`config.mk`:
```
export PLATFORM = sky130hd
export DESIGN_NAME = hog_bin_acc
export DESIGN_NICKNAME = d
export VERILOG_FILES = /design/src/rtl/hog_bin_acc.sv
export SDC_FILE = /design/constraint.sdc
export NUM_CORES = 1
export LEC_CHECK = 0
export BUFFER_PORTS_ARGS = -buffer_cell sky130_fd_sc_hd__clkbuf_2
export CORE_MARGIN = 3
export CORE_UTILIZATION = 40
export DETAILED_ROUTE_END_ITERATION = 12
export HOLD_SLACK_MARGIN = 0.02
export PLACE_DENSITY_LB_ADDON = 0.08
export SETUP_SLACK_MARGIN = 0.05
export SLEW_MARGIN = 5
export SYNTH_ARGS = -nofsm -noshare
export SYNTH_HDL_FRONTEND = slang
export SYNTH_SLANG_ARGS = --single-unit
```
`constraint.sdc`:
```
create_clock -name clk -period 9.6 [get_ports clk]
set_clock_uncertainty 0.05 [all_clocks]
set_input_delay 0.48 -clock clk [delete_from_list [all_inputs] [get_ports clk]]
set_output_delay 0.48 -clock clk [all_outputs]
set_load 0.005 [all_outputs]
```
`src/rtl/hog_bin_acc.sv`:
```
// HOG orientation-bin accumulator.
// Each valid (magnitude, tan) sample is binned by gradient angle into one of
// nine 20-degree bins over 0..180 deg. Its magnitude is added to that bin's
// running sum. After CELL_PIX samples the full histogram is published on hist
// with a one-cycle o_valid pulse, and accumulation restarts for the next cell.
module hog_bin_acc #(
  parameter int MAG_W    = 13,
  parameter int TAN_I    = 4,
  parameter int TAN_F    = 16,
  parameter int N_BIN    = 9,
  parameter int CELL_PIX = 64,
  parameter int BIN_W    = MAG_W + $clog2(CELL_PIX)
) (
  input  logic                   clk,
  input  logic                   rst,
  input  logic                   i_valid,
  input  logic [MAG_W-1:0]       magnitude,
  input  logic [TAN_I+TAN_F-1:0] tan,
  output logic [N_BIN*BIN_W-1:0] hist,
  output logic                   o_valid
);

  localparam int TAN_W = TAN_I + TAN_F;
  localparam int IDX_W = $clog2(N_BIN);
  localparam int CNT_W = (CELL_PIX > 1) ? $clog2(CELL_PIX) : 1;

  // Rescale a Q4.16 threshold to the configured fraction width.
  function automatic logic [63:0] scale_t(input logic [63:0] t);
    if (TAN_F >= 16) return t << (TAN_F - 16);
    else             return t >> (16 - TAN_F);
  endfunction

  localparam logic [63:0] T20 = scale_t(64'd23853);
  localparam logic [63:0] T40 = scale_t(64'd54991);
  localparam logic [63:0] T60 = scale_t(64'd113512);
  localparam logic [63:0] T80 = scale_t(64'd371673);

  logic             neg;
  logic [TAN_W-1:0] abs_tan;
  logic [63:0]      abs_w;
  logic [IDX_W-1:0] lvl;
  logic [IDX_W-1:0] bin_d;

  logic             vld_q;
  logic [IDX_W-1:0] bin_q;
  logic [MAG_W-1:0] mag_q;

  logic [BIN_W-1:0]       acc_q [N_BIN];
  logic [BIN_W-1:0]       sum_d [N_BIN];
  logic [N_BIN*BIN_W-1:0] hist_d;
  logic [N_BIN*BIN_W-1:0] hist_q;
  logic [CNT_W-1:0]       cnt_q;
  logic                   o_valid_q;
  logic                   cell_done;

  // Angle binning: |tan| picks a distance from the horizontal axis, and the sign
  // mirrors it around bin 4. The most negative code negates to itself, which is
  // correct when read as unsigned and lands in bin 4.
  always_comb begin
    neg     = tan[TAN_W-1];
    abs_tan = neg ? -tan : tan;
    abs_w   = 64'(abs_tan);
    if (abs_w < T20)      lvl = IDX_W'(0);
    else if (abs_w < T40) lvl = IDX_W'(1);
    else if (abs_w < T60) lvl = IDX_W'(2);
    else if (abs_w < T80) lvl = IDX_W'(3);
    else                  lvl = IDX_W'(4);
    bin_d = neg ? IDX_W'(N_BIN - 1) - lvl : lvl;
  end

  // Stage 1: register the bin index, the magnitude and the sample valid.
  always_ff @(posedge clk) begin
    if (!rst) begin
      vld_q <= 1'b0;
      bin_q <= '0;
      mag_q <= '0;
    end else begin
      vld_q <= i_valid;
      if (i_valid) begin
        bin_q <= bin_d;
        mag_q <= magnitude;
      end
    end
  end

  // Per-bin sums including the staged sample, and the flattened histogram view.
  always_comb begin
    hist_d = '0;
    for (int b = 0; b < N_BIN; b++) begin
      sum_d[b] = acc_q[b];
      if (vld_q && (bin_q == IDX_W'(b))) sum_d[b] = acc_q[b] + BIN_W'(mag_q);
      hist_d[b*BIN_W +: BIN_W] = sum_d[b];
    end
  end

  assign cell_done = vld_q && (cnt_q == CNT_W'(CELL_PIX - 1));

  // Stage 2: accumulate. On the last sample of a cell the final sums go straight
  // to hist and the accumulators restart at zero, so no cycle is lost.
  always_ff @(posedge clk) begin
    if (!rst) begin
      for (int b = 0; b < N_BIN; b++) acc_q[b] <= '0;
      hist_q    <= '0;
      cnt_q     <= '0;
      o_valid_q <= 1'b0;
    end else begin
      for (int b = 0; b < N_BIN; b++) acc_q[b] <= cell_done ? '0 : sum_d[b];
      if (cell_done) hist_q <= hist_d;
      if (cell_done)  cnt_q <= '0;
      else if (vld_q) cnt_q <= cnt_q + CNT_W'(1);
      o_valid_q <= cell_done;
    end
  end

  assign hist    = hist_q;
  assign o_valid = o_valid_q;

endmodule

```
Word-level counts from Yosys, hierarchy flattened

Memory sizes are Yosys's and may differ from the RTL's.
Index checks and enable logic that the tools add are counted.

Bitwise logic cells: 10
Equality and inequality tests: 9
Shifts and indexed selects: 0
Add/sub/neg operators: 12
$lt $le $gt $ge: 4
Divide/modulo/power cells: 0
Multiply operators: 0
Muxes and demuxes: 35
Reductions and logical operators: 12

Operators with widths:

| cell                 | number |
|---|---|
| $mux 19              | 27 |
| $add 19x13->19       | 9 |
| $lt 20x15->1 const B | 1 |
| $lt 20x16->1 const B | 1 |
| $lt 20x17->1 const B | 1 |
| $lt 20x19->1 const B | 1 |
| $mux 20              | 1 |
| $neg 20->20          | 1 |
| $eq 4x3->1 const B   | 4 |
| $mux 3               | 4 |
| $logic_and 1x1->1    | 10 |
| $or 1x1->1           | 9 |
| $eq 4x2->1 const B   | 2 |
| $add 6x1->6 const B  | 1 |
| $eq 6x6->1 const B   | 1 |
| $eq 4x1->1 const B   | 1 |
| $eq 4x4->1 const B   | 1 |
| $logic_not 4->1      | 1 |
| $mux 4               | 1 |
| $sub 4x4->4 const A  | 1 |
| $mux 1               | 2 |
| $reduce_or 2->1      | 1 |
| $not 1->1            | 1 |

Memories: 1
Bits in read-only memories: 0
Bits in latches: 0
Output and inout bits: 172
Bits in writable memories: 171
Bits in registers: 196
Logic and storage cells: 89
Input port bits: 36

Memory list:

| memory | words | width | read ports | clocked after memory_dff | write ports | RTL line | text |
|---|---|---|---|---|---|---|---|
| acc_q  | 9     | 19    | 9          | 0                        | 9           | 48       | `logic [BIN_W-1:0] acc_q [N_BIN];` |

Logic depth before layout (Yosys ltp)

Gate-level depths: netlist (run 1).

Depth in word-level cells: 9
Depth in mapped cells: 16
Gate-level depth less buffers: 14

Least setup slack after synthesis (run 1)

OpenSTA, ideal clock, no wires.

Kind: input to register
From: in tan[0]
To: reg bin_q[2]
Path buffers: 2
Arrival time: 3,567 ps
Setup time: 122 ps
Stages on the path: 16
Required time: 9,428 ps
Path slack: 5,862 ps
Path through: clkbuf_1 > inv_1 > ha_1 > or4b_1 > clkbuf_1 > nor2_1 > nor4b_1 > a221o_1 > a311o_1 > a211oi_4 > a21boi_2 > o21bai_1 > ha_1 > nor2_1 > nor3_1 > a221o_1

Cells in the longest elaborated chain, start to end: 9
Elaborated cells on any way between the ends: 12
Those cells by class: add/sub (2); order compare (4); mux (6)

RTL lines:

| what                 | RTL line | text |
|---|---|---|
| start, declared      | 18       | `input logic [TAN_I+TAN_F-1:0] tan,` |
| $neg 20->20          | 61       | `abs_tan = neg ? -tan : tan;` |
| $mux 20 (*)          | 61       |  |
| $lt 20x19->1         | 66       | `else if (abs_w < T80) lvl = IDX_W'(3);` |
| $mux 3               | 66       |  |
| $mux 3               | 65       | `else if (abs_w < T60) lvl = IDX_W'(2);` |
| $mux 3               | 64       | `else if (abs_w < T40) lvl = IDX_W'(1);` |
| $mux 3 (*)           | 63       | `if (abs_w < T20) lvl = IDX_W'(0);` |
| $sub 4x4->4          | 68       | `bin_d = neg ? IDX_W'(N_BIN - 1) - lvl : lvl;` |
| $mux 4 (*)           | 68       |  |
| end signal, assigned | 80       | `bin_q <= bin_d;` |
| end, declared        | 45       | `logic [IDX_W-1:0] bin_q;` |

Mark *: on every way between the ends. The rest lies on a longest branch, timed or not.
A chain may end at the register's enable or synchronous reset.

==> run_results.csv, run 1 <==
group,metric,value,unit
detailed_routing,drt-total-wl,57000,µm
yosys,netlist_instances,2340,
cts,cts_max_level,2,
yosys,synth_top_family_by_area,"compound AO/OA/AOI/OAI gates",
yosys,synth-seq-area-share,0.3754,
timing,tightest_slew,1089,ps
floorplanning,start_util,0.4074,
finish,fin_util,0.4670,
grt,antenna_found_initial,0,
worst_setup_path,critical_path.startpoint,"vld_q$_SDFF_PN0_",
finish,drive_above_1_share,0.1291,
worst_setup_path,crit_fanout,90,
yosys,ys_async_sr_fraction,0,
yosys,syn_avg_cell_area,8.365,µm²
status,status,"complete, no violations",
yosys,synth-adder-area-share,0.08655,
timing,max-slew-margin-rel,0.2731,
cts,hold_buffers,0,
floorplanning,die_h,227.2,µm
placed_design,hpwl,39420,µm
placed_design,pre_cts_ws,5491,ps
yosys,synth-compound-area-share,0.2331,
yosys,yosysMostFrequentCell,"nor2_1",
run,max-cap-violations,0,
timing,timing.final.ws_setup,5816,ps
timing,rsz0062_at_grt,"no",
cts,cts.clk_slew.worst_paths,60,ps
detailed_routing,vias,17300,
grt,grt_first_pass_wirelength,88880,µm
yosys,yosys.area.top_type,"dfxtp_1",
power,p_per_area,153.8,nW/µm²
placed_design,dp_cells,3050,
cts,cts.path.max_buffers,3,
yosys,yosysUniqueCellTypes,84,
finish,insertedDiodeCount,0,
detailed_routing,drc,0,
timing,hold_viol,0,
timing,layout_worst_path_cycle_share,0.3941,
timing,setup_violations,0,
yosys,synth.area.top_cells,"dfxtp_1, ha_1, nor2_1",
min_path,min_path_cells,3,
cts,cts_root_buffer,"clkbuf_16",
cts,numCtsBuffers,43,
floorplanning,core_area,48050,µm²
yosys,synthFlopType,"dfxtp_1",
cts,ctsResizeCount,0,
detailed_routing,vias_per_cell,5.534,
power,ir_drop,0.0001085,V
worst_setup_path,end_kind,"flip-flop",
min_path,worst_hold_path_type,"primary input to flip-flop",
floorplanning,fp.dieW,227.2,µm
yosys,ys_ff_latch,367,
timing,drv_slew,0,
timing,fmax,264.3,MHz
floorplanning,std_cell_rows,80,
finish,finish.cell_count_without_fillers,3125,
power,leakage,9.023,nW
yosys,synth_top_area_share,0.3754,
worst_setup_path,start_kind,"flip-flop",
finish,fin_nets,2646,
placed_design,portBuffers,207,
cts,post-cts-setup-buffer-count,0,
worst_setup_path,r2r_start,"vld_q$_SDFF_PN0_",
grt,gr-total-overflow,0,
yosys,synthXorXnorAreaFrac,0.05593,
worst_setup_path,r2r_cells,6,
cts,cts_tree,"yes",
worst_setup_path,worst_ep_arrival_time,4130,ps
worst_setup_path,critical_path_class,"flip-flop to flip-flop",
yosys,synth_edf_count,0,
yosys,yosys.area_share.simple,0.1842,
yosys,synthTopCellsByCount,"nor2_1, dfxtp_1, a21oi_1",
timing,finalSetupTns,0,ps
detailed_routing,antenna_left,0,
yosys,synthesis.nets,2506,
yosys,muxShareOfSynthArea,0.02972,
cts,insertion_delay,570,ps
yosys,yosysWarnings,0,
yosys,synth_area,19570,µm²
min_path,hold_path.startpoint,"magnitude[11]",
cts,clkSinkCount,367,
grt,track_usage,0.2163,
timing,holdWs,119.1,ps
finish,area_growth,14.64,%
timing,fin_crit,3784,ps
floorplanning,io_pins,208,
detailed_routing,wl_per_cell,18.24,µm
floorplanning,dieArea,51620,µm²
grt,grt_start_max_net_pins,97,
detailed_routing,drt_iter0_drc,995,
placed_design,place_congestion,0.8200,
grt,grt_pass1_vias,16090,
worst_setup_path,required,9940,ps
detailed_routing,dr.pass1.iters,7,
==> logic make-up after synthesis <==
kind of cell / Yosys count
adders and majority gates: 130
buffers and inverters: 178
AOI/OAI and AO/OA: 719
xor gates and xnor gates: 125
DFF: 367
and+or+nand+nor: 763
muxes: 58
==> worst paths after layout <==
check,endpoint,slack [ps]
setup / recovery,acc_q[0][7]$_SDFF_PP0_,5820
hold / removal,mag_q[11]$_SDFFE_PN0P_,120
setup reg to reg,acc_q[0][7]$_SDFF_PP0_,5820
hold reg to reg,hist[87]$_SDFFE_PN0P_,430
==> per-layer routing <==
layer,vias to the layer above,global-route usage,wire (µm)
met1,8110,0.2975,27260
met4,0,0.06559,1550
met3,85,0.03430,2656
met5,-,0,0
li1,8743,-,-
met2,357,0.3509,25540
==> layout by cell type, fill, tap and decap left out, types with 47 or more instances in the layout <==
| cell | n |
|---|---|
| dfxtp_1 | 367 |
| a21oi_1 | 201 |
| nand2_1 | 70 |
| a211oi_1 | 108 |
| clkbuf_2 | 206 |
| inv_1 | 47 |
| ha_1 | 121 |
| mux2i_1 | 57 |
| o21a_1 | 47 |
| nor2_1 | 388 |
| o21ai_0 | 187 |
| xnor2_1 | 82 |
| nor3_1 | 69 |
==> layout make-up <==
cell class	count	area [µm²]
clock buffers	59	1226
clock inverters	16	190.2
fillers	4727	25610
inverters	48	182.7
multi-input cells	1795	11550
flip-flops and latches	367	7347
well taps	615	769.5
repair buffers	225	1171
==> metrics by stage <==
step | area, µm² | power (W)
2_1_floorplan | 19570 | 0.001746
3_3_place_gp | 21020 | 0.001821
3_5_place_dp | 21020 | 0.001824
4_1_cts | 22440 | 0.003497
5_1_grt | 22440 | 0.003577
6_report | 22440 | 0.003450
==> registers in the layout (all words and copies together) (netlist names) <==
signal / flops
cnt_q: 6
acc_q: 171
o_valid: 1
bin_q: 4
mag_q: 13
hist: 171
vld_q: 1
==> power breakdown <==
part,internal [W],switching [W]
combinational,0.0000824,0.000154
sequential,0.00153,0.0000227
clock,0.000998,0.000662
total,0.00261,0.000838
==> worst max-delay path: stages, from the launching register on <==
cell and delay, ps:
dfxtp_1 540, nand4_1 190, inv_1 110, nand3_1 520, nand2_4 940, buf_4 980
nor2_1 130
No activity file was read; power rests on OpenSTA's default activity.
==> inputs of run 2 (changes only) <==
--- a/config.mk
+++ b/config.mk
@@ -5,6 +5,7 @@
 export SDC_FILE = /design/constraint.sdc
 export NUM_CORES = 1
 export LEC_CHECK = 0
+export ABC_AREA = 1
 export BUFFER_PORTS_ARGS = -buffer_cell sky130_fd_sc_hd__clkbuf_2
 export CORE_MARGIN = 3
 export CORE_UTILIZATION = 40
==> constraint.sdc (replaced) <==
create_clock -name clk -period 3.8 [get_ports clk]
set_clock_uncertainty 0.05 [all_clocks]
set_input_delay 0.19 -clock clk [delete_from_list [all_inputs] [get_ports clk]]
set_output_delay 0.19 -clock clk [all_outputs]
set_load 0.005 [all_outputs]
==> run 2 against run 1 <==
Core utilization grew 0.45 points. Non-clock buffer count up 19. Die area decreased by 0.90%.
==> run_results.csv, run 2 <==
group,metric,value,unit
yosys,synth_area,19390,µm²
floorplanning,core_area,47850,µm²
power,seqPwrFrac,0.449,
finish,fin_nets,3106,
power,p_int,0.006571,W
cts,post-cts-setup-buffer-count,0,
timing,setup_violations,0,
yosys,yosysUniqueCellTypes,53,
power,ir_drop,0.0002661,V
worst_setup_path,cp_top_family,"flip-flops",
floorplanning,dieArea,51160,µm²
finish,area_growth,16.33,%
finish,layout_common_cells,"nand2_1, dfxtp_1, nor2_1",
worst_setup_path,critical_path_class,"flip-flop to flip-flop",
cts,cts.clk_slew.worst_paths,60,ps
cts,insertion_delay,570,ps
worst_setup_path,worst_ep_arrival_time,3330,ps
cts,ctsResizeCount,0,
yosys,syn_avg_cell_area,7.096,µm²
detailed_routing,wl_per_cell,15.50,µm
timing,holdWs,63.41,ps
yosys,yosysWarnings,0,
grt,grt_first_pass_wirelength,89100,µm
detailed_routing,drt_iter0_drc,997,
placed_design,hpwl,39700,µm
min_path,worst_hold_path_type,"primary input to flip-flop",
timing,drv_slew,0,
timing,fmax,338.4,MHz
detailed_routing,vias_per_cell,4.962,
grt,gr-total-overflow,0,
floorplanning,die_h,226.2,µm
yosys,yosys.area.top_type,"dfxtp_1",
placed_design,place_congestion,0.8874,
worst_setup_path,max_stage_delay,980,ps
timing,layout_worst_path_cycle_share,0.7777,
worst_setup_path,crit_fanout,10,
run,max-cap-violations,0,
power,clkPwrFrac,0.472,
cts,cts.path.max_buffers,3,
detailed_routing,antenna_left,0,
timing,max-slew-margin-rel,0.1805,
grt,grt_pass1_vias,17200,
cts,cts_tree,"yes",
grt,track_usage,0.2169,
status,status,"complete, no violations",
placed_design,portBuffers,207,
grt,grt_start_max_net_pins,175,
worst_setup_path,path_cells,"ha_1 -> a21oi_1 -> o21ai_0 -> nand2_1 -> nand3_1 -> nand2_1 -> inv_1 -> or2_2 -> nand3_1 -> nor2_1 -> xnor2_1 -> o21ai_0",
worst_setup_path,required,4170,ps
power,power_switching,0.002218,W
finish,insertedDiodeCount,0,
timing,rsz0062_at_grt,"no",
timing,fin_crit,2955,ps
power,p_per_area,389.6,nW/µm²
yosys,synth_edf_count,0,
floorplanning,fp.dieW,226.2,µm
detailed_routing,vias,17800,
detailed_routing,dr.pass1.iters,5,
finish,finish.cell_count_without_fillers,3588,
worst_setup_path,start_kind,"flip-flop",
floorplanning,io_pins,208,
finish,fin_util,0.4715,
finish,drive_above_1_share,0.1352,
detailed_routing,drt-total-wl,55630,µm
cts,numCtsBuffers,43,
floorplanning,start_util,0.4053,
worst_setup_path,end_kind,"flip-flop",
power,leakage,10.33,nW
yosys,synth.area.top_cells,"dfxtp_1, nand2_1, ha_1",
yosys,synthTopCellsByCount,"nand2_1, dfxtp_1, nor2_1",
power,sw_frac_of_total,0.2523,
power,total_power,0.008789,W
grt,antenna_found_initial,0,
yosys,netlist_instances,2733,
placed_design,dp_cells,3496,
yosys,ys_async_sr_fraction,0,
yosys,synth_top_area_share,0.3789,
yosys,ys_ff_latch,367,
detailed_routing,drc,0,
worst_setup_path,crit_path_top_delay_cell,"dfxtp_1",
yosys,synth-seq-area-share,0.3789,
timing,hold_viol,0,
yosys,synthesis.nets,2899,
cts,hold_buffers,14,
power,comb_power_share,0.079,
cts,cts_max_level,2,
floorplanning,std_cell_rows,80,
yosys,synthFlopType,"dfxtp_1",
timing,tightest_slew,1229,ps
yosys,yosysMostFrequentCell,"nand2_1",
cts,cts_root_buffer,"clkbuf_16",
timing,finalSetupTns,0,ps
cts,clkSinkCount,367,
finish,final_common_cell,"nand2_1",
worst_setup_path,critPathBufInv,1,
[run 2: changes by cell type after synthesis, moves of 71 or more]
cell	previous run	this run
nand3_1	45	120
clkbuf_1	114	42
o21ai_0	187	279
a211oi_1	108	2
nor2_1	388	314
inv_1	48	303
nand2_1	71	678
a21oi_1	201	130
[run 2: final cells by class]
type	instances	area, µm²
fillers	4894	25290
multi-input cells	1966	10430
flip-flops and latches	367	7347
repair buffers	244	1386
clock buffers	63	1314
inverters	318	1199
well taps	615	769.5
clock inverters	15	113.9
[run 2: worst paths after layout]
kind | from | end | slack [ps] | depth (start not counted)
max reg2reg | mag_q[5]$_SDFFE_PN0P_ | hist[132]$_SDFFE_PN0P_ | 840 | 12
min reg2reg | hist[117]$_SDFFE_PN0P_ | hist[117]$_SDFFE_PN0P_ | 400 | 2
min | i_valid | bin_q[0]$_SDFFE_PN0P_ | 60 | 2
max | mag_q[5]$_SDFFE_PN0P_ | hist[132]$_SDFFE_PN0P_ | 840 | 12
[run 2: layer usage]
layer	track usage	vias up	wire, µm
met5	0	-	0
met4	0.07109	0	1556
li1	-	9238	-
met2	0.3681	311	25610
met1	0.2835	8160	26190
met3	0.03159	93	2269
[run 2: cell families (layout without fill, tap and decap cells)]
kind of cell               count (synthesis)  after routing  synth area share
muxes                                     18             18          0.009613
adders and majority gates                130            130           0.08736
and+or+nand+nor                         1235           1235            0.2662
buffers and inverters                    400            640           0.08407
DFF                                      367            367            0.3789
xor gates and xnor gates                  76             76           0.03471
AOI/OAI and AO/OA                        507            507            0.1392
[run 2: stage by stage]
| stage | instance area [µm²] | setup slack (ps) |
|---|---|---|
| after CTS | 22560 | 842.5 |
| final | 22560 | 844.6 |
| after global placement | 20990 | 856.0 |
| after detailed placement | 20990 | 839.3 |
| after global routing | 22560 | 579.5 |
| after floorplan | 19390 | 1195 |
[run 2: power groups by stage]
stage | sequential, W | clock (W) | combinational (W)
after floorplan | 0.00400 | 0 | 0.000495
after global placement | 0.00403 | 0 | 0.000671
after detailed placement | 0.00403 | 0 | 0.000679
after CTS | 0.00395 | 0.00427 | 0.000694
after global routing | 0.00395 | 0.00440 | 0.000784
final | 0.00395 | 0.00415 | 0.000691
==> inputs of run 3 (changes only) <==
==> constraint.sdc (replaced) <==
create_clock -name clk -period 2.7 [get_ports clk]
set_clock_uncertainty 0.05 [all_clocks]
set_input_delay 0.135 -clock clk [delete_from_list [all_inputs] [get_ports clk]]
set_output_delay 0.135 -clock clk [all_outputs]
set_load 0.005 [all_outputs]
==> run 3 against run 2 <==
First-iteration DRC count up 0.50%. Fmax up 19%. Die area unchanged. Design area up 3.5%. Count of clock-buffer cells in the layout down 1. Via count up 1.1%. Largest power group unchanged. Clock power up 47%. Power up 44%.
==> run_results.csv, run 3 (same netlist as run 2, synthesis figures left out) <==
group,metric,value,unit
detailed_routing,wl_met3,2444,µm
cts,cts.path.max_buffers,3,
cts,cts.clk_slew.worst_paths,60,ps
run,max-cap-violations,0,
timing,hold_viol,0,
placed_design,hpwl,40300,µm
placed_design,place_congestion,0.9068,
worst_setup_path,start_kind,"flip-flop",
cts,insertion_delay,570,ps
finish,finalInstanceArea,23360,µm²
grt,grt_start_max_net_pins,137,
grt,grt_first_pass_wirelength,89820,µm
timing,drv_slew,0,
detailed_routing,dr.max_layer_used,"met5",
finish,fin_nets,3166,
timing,setup_violations,0,
worst_setup_path,critical_path_class,"flip-flop to flip-flop",
detailed_routing,vias,18000,
floorplanning,dieArea,51160,µm²
finish,fin_util,0.4882,
finish,layout_common_cells,"nand2_1, dfxtp_1, nor2_1",
worst_setup_path,end_kind,"flip-flop",
grt,track_usage,0.2177,
floorplanning,start_util,0.4053,
cts,cts_root_buffer,"clkbuf_16",
timing,rsz0062_at_grt,"yes",
cts,clkSinkCount,367,
power,comb_power_share,0.087,
worst_setup_path,r2r_start,"mag_q[0]$_SDFFE_PN0P_",
timing,max-slew-margin-rel,0.5947,
worst_setup_path,reg2reg_to,"hist[166]$_SDFFE_PN0P_",
detailed_routing,drc,0,
worst_setup_path,worst_ep_arrival_time,2910,ps
cts,cts_max_level,2,
detailed_routing,wl_met2,25820,µm
power,power_switching,0.003111,W
floorplanning,io_pins,208,
grt,grt_pass1_vias,17520,
placed_design,portBuffers,207,
power,total_power,0.01269,W
detailed_routing,antenna_left,0,
timing,layout_worst_path_cycle_share,0.9184,
detailed_routing,drt-total-wl,55630,µm
cts,numCtsBuffers,42,
detailed_routing,wl_met1,26120,µm
finish,final_common_cell,"nand2_1",
timing,finalSetupTns,0,ps
worst_setup_path,critPathCapture,"hist[166]$_SDFFE_PN0P_",
power,sw_frac_of_total,0.2451,
finish,drive_above_1_share,0.1668,
worst_setup_path,rrSetupSlack,220,ps
floorplanning,std_cell_rows,80,
timing,fmax,403.3,MHz
power,p_per_area,543.4,nW/µm²
worst_setup_path,required,3130,ps
power,ir_drop,0.0003992,V
finish,area_growth,20.44,%
detailed_routing,wl_per_cell,15.23,µm
floorplanning,die_h,226.2,µm
grt,gr-total-overflow,0,
timing,fin_crit,2480,ps
floorplanning,fp.dieW,226.2,µm
placed_design,dpl_cell_area,21290,µm²
power,seqPwrFrac,0.433,
status,status,"complete, no violations",
power,clkPwrFrac,0.480,
worst_setup_path,crit_fanout,4,
power,p_int,0.009581,W
placed_design,dp_cells,3532,
power,leakage,10.68,nW
detailed_routing,dr.pass1.iters,5,
min_path,worst_hold_path_type,"primary input to flip-flop",
detailed_routing,drt_iter0_drc,1002,
floorplanning,core_area,47850,µm²
worst_setup_path,r2r_cells,13,
cts,cts_tree,"yes",
finish,finish.cell_count_without_fillers,3652,
worst_setup_path,critical_path.startpoint,"mag_q[0]$_SDFFE_PN0P_",
timing,tightest_slew,608.0,ps
grt,antenna_found_initial,5,
detailed_routing,vias_per_cell,4.930,
run 3: changes by cell type in the layout (fill, tap and decap cells not counted), moves of 7 or more:
cell and change:
buf_4 +42, dlygate4sd3_1 +13, o21ai_2 +8, o21ai_0 -21
nand2_1 -7, nand2_2 +7, nor2_2 +10, nor2_1 -10
o21ai_1 +13
run 3: what timing repair did:
| item | CTS | global route |
|---|---|---|
| buffers inserted | 0 | 12 |
| hold endpoints to repair | 17 | 0 |
| resized for setup | 3 | 84 |
| gates cloned | 0 | 0 |
| pin swaps | 0 | 19 |
| hold buffers | 27 | 0 |
| setup endpoints to repair | 3 | 105 |
run 3: layout make-up:
class | instances | area (µm²)
diodes | 3 | 7.507
clock buffers | 62 | 1270
clock inverters | 16 | 215.2
fillers | 4889 | 24490
inverters | 318 | 1199
multi-input cells | 1966 | 10620
flip-flops and latches | 367 | 7351
well taps | 615 | 769.5
repair buffers | 305 | 1924
run 3: critical path, cell delays in order (launching register included):
cell and delay (ps):
dfxtp_2 340, buf_4 150, ha_2 210, inv_1 80, fa_2 370, o21ai_2 190
a21oi_2 110, o21ai_2 190, nand3_1 130, a21oi_2 160, nand2_1 80, xor2_1 140
inv_1 60, o21ai_0 150
run 3: worst min-delay path by stage:
stage                             end  slack, ps  depth (start not counted)           from
4_1_cts         bin_q[2]$_SDFFE_PN0P_        180                          5        tan[19]
5_1_grt         bin_q[3]$_SDFFE_PN0P_        270                          7        tan[14]
2_1_floorplan   mag_q[0]$_SDFFE_PN0P_        220                          2   magnitude[0]
3_5_place_dp    mag_q[2]$_SDFFE_PN0P_        320                          3   magnitude[2]
6_report        bin_q[3]$_SDFFE_PN0P_        220                          7        tan[14]
3_3_place_gp   mag_q[11]$_SDFFE_PN0P_        310                          3  magnitude[11]
run 3: per-stage QoR:
stage / setup slack (ps) / hold slack, ps
final: 220.4 / 223.1
after global routing: 18.23 / 272.4
after global placement: 91.07 / 308.6
after floorplan: 94.53 / 219.9
after detailed placement: 22.24 / 316.4
after CTS: 56.54 / 176.0
run 3: routing by layer:
metal	vias to the layer above	global-route usage
li1	9363	-
met1	8276	0.2832
met2	288	0.3737
met3	72	0.03614
met4	4	0.06009
met5	-	0
run 3: power by group through the flow:
stage / Sequential, W / Combinational, W / Clock [W]
global route: 0.00550 / 0.00124 / 0.00645
CTS: 0.00550 / 0.00109 / 0.00626
finish: 0.00550 / 0.00110 / 0.00609
floorplan: 0.00562 / 0.000697 / 0
detailed placement: 0.00562 / 0.00105 / 0
global placement: 0.00562 / 0.00104 / 0
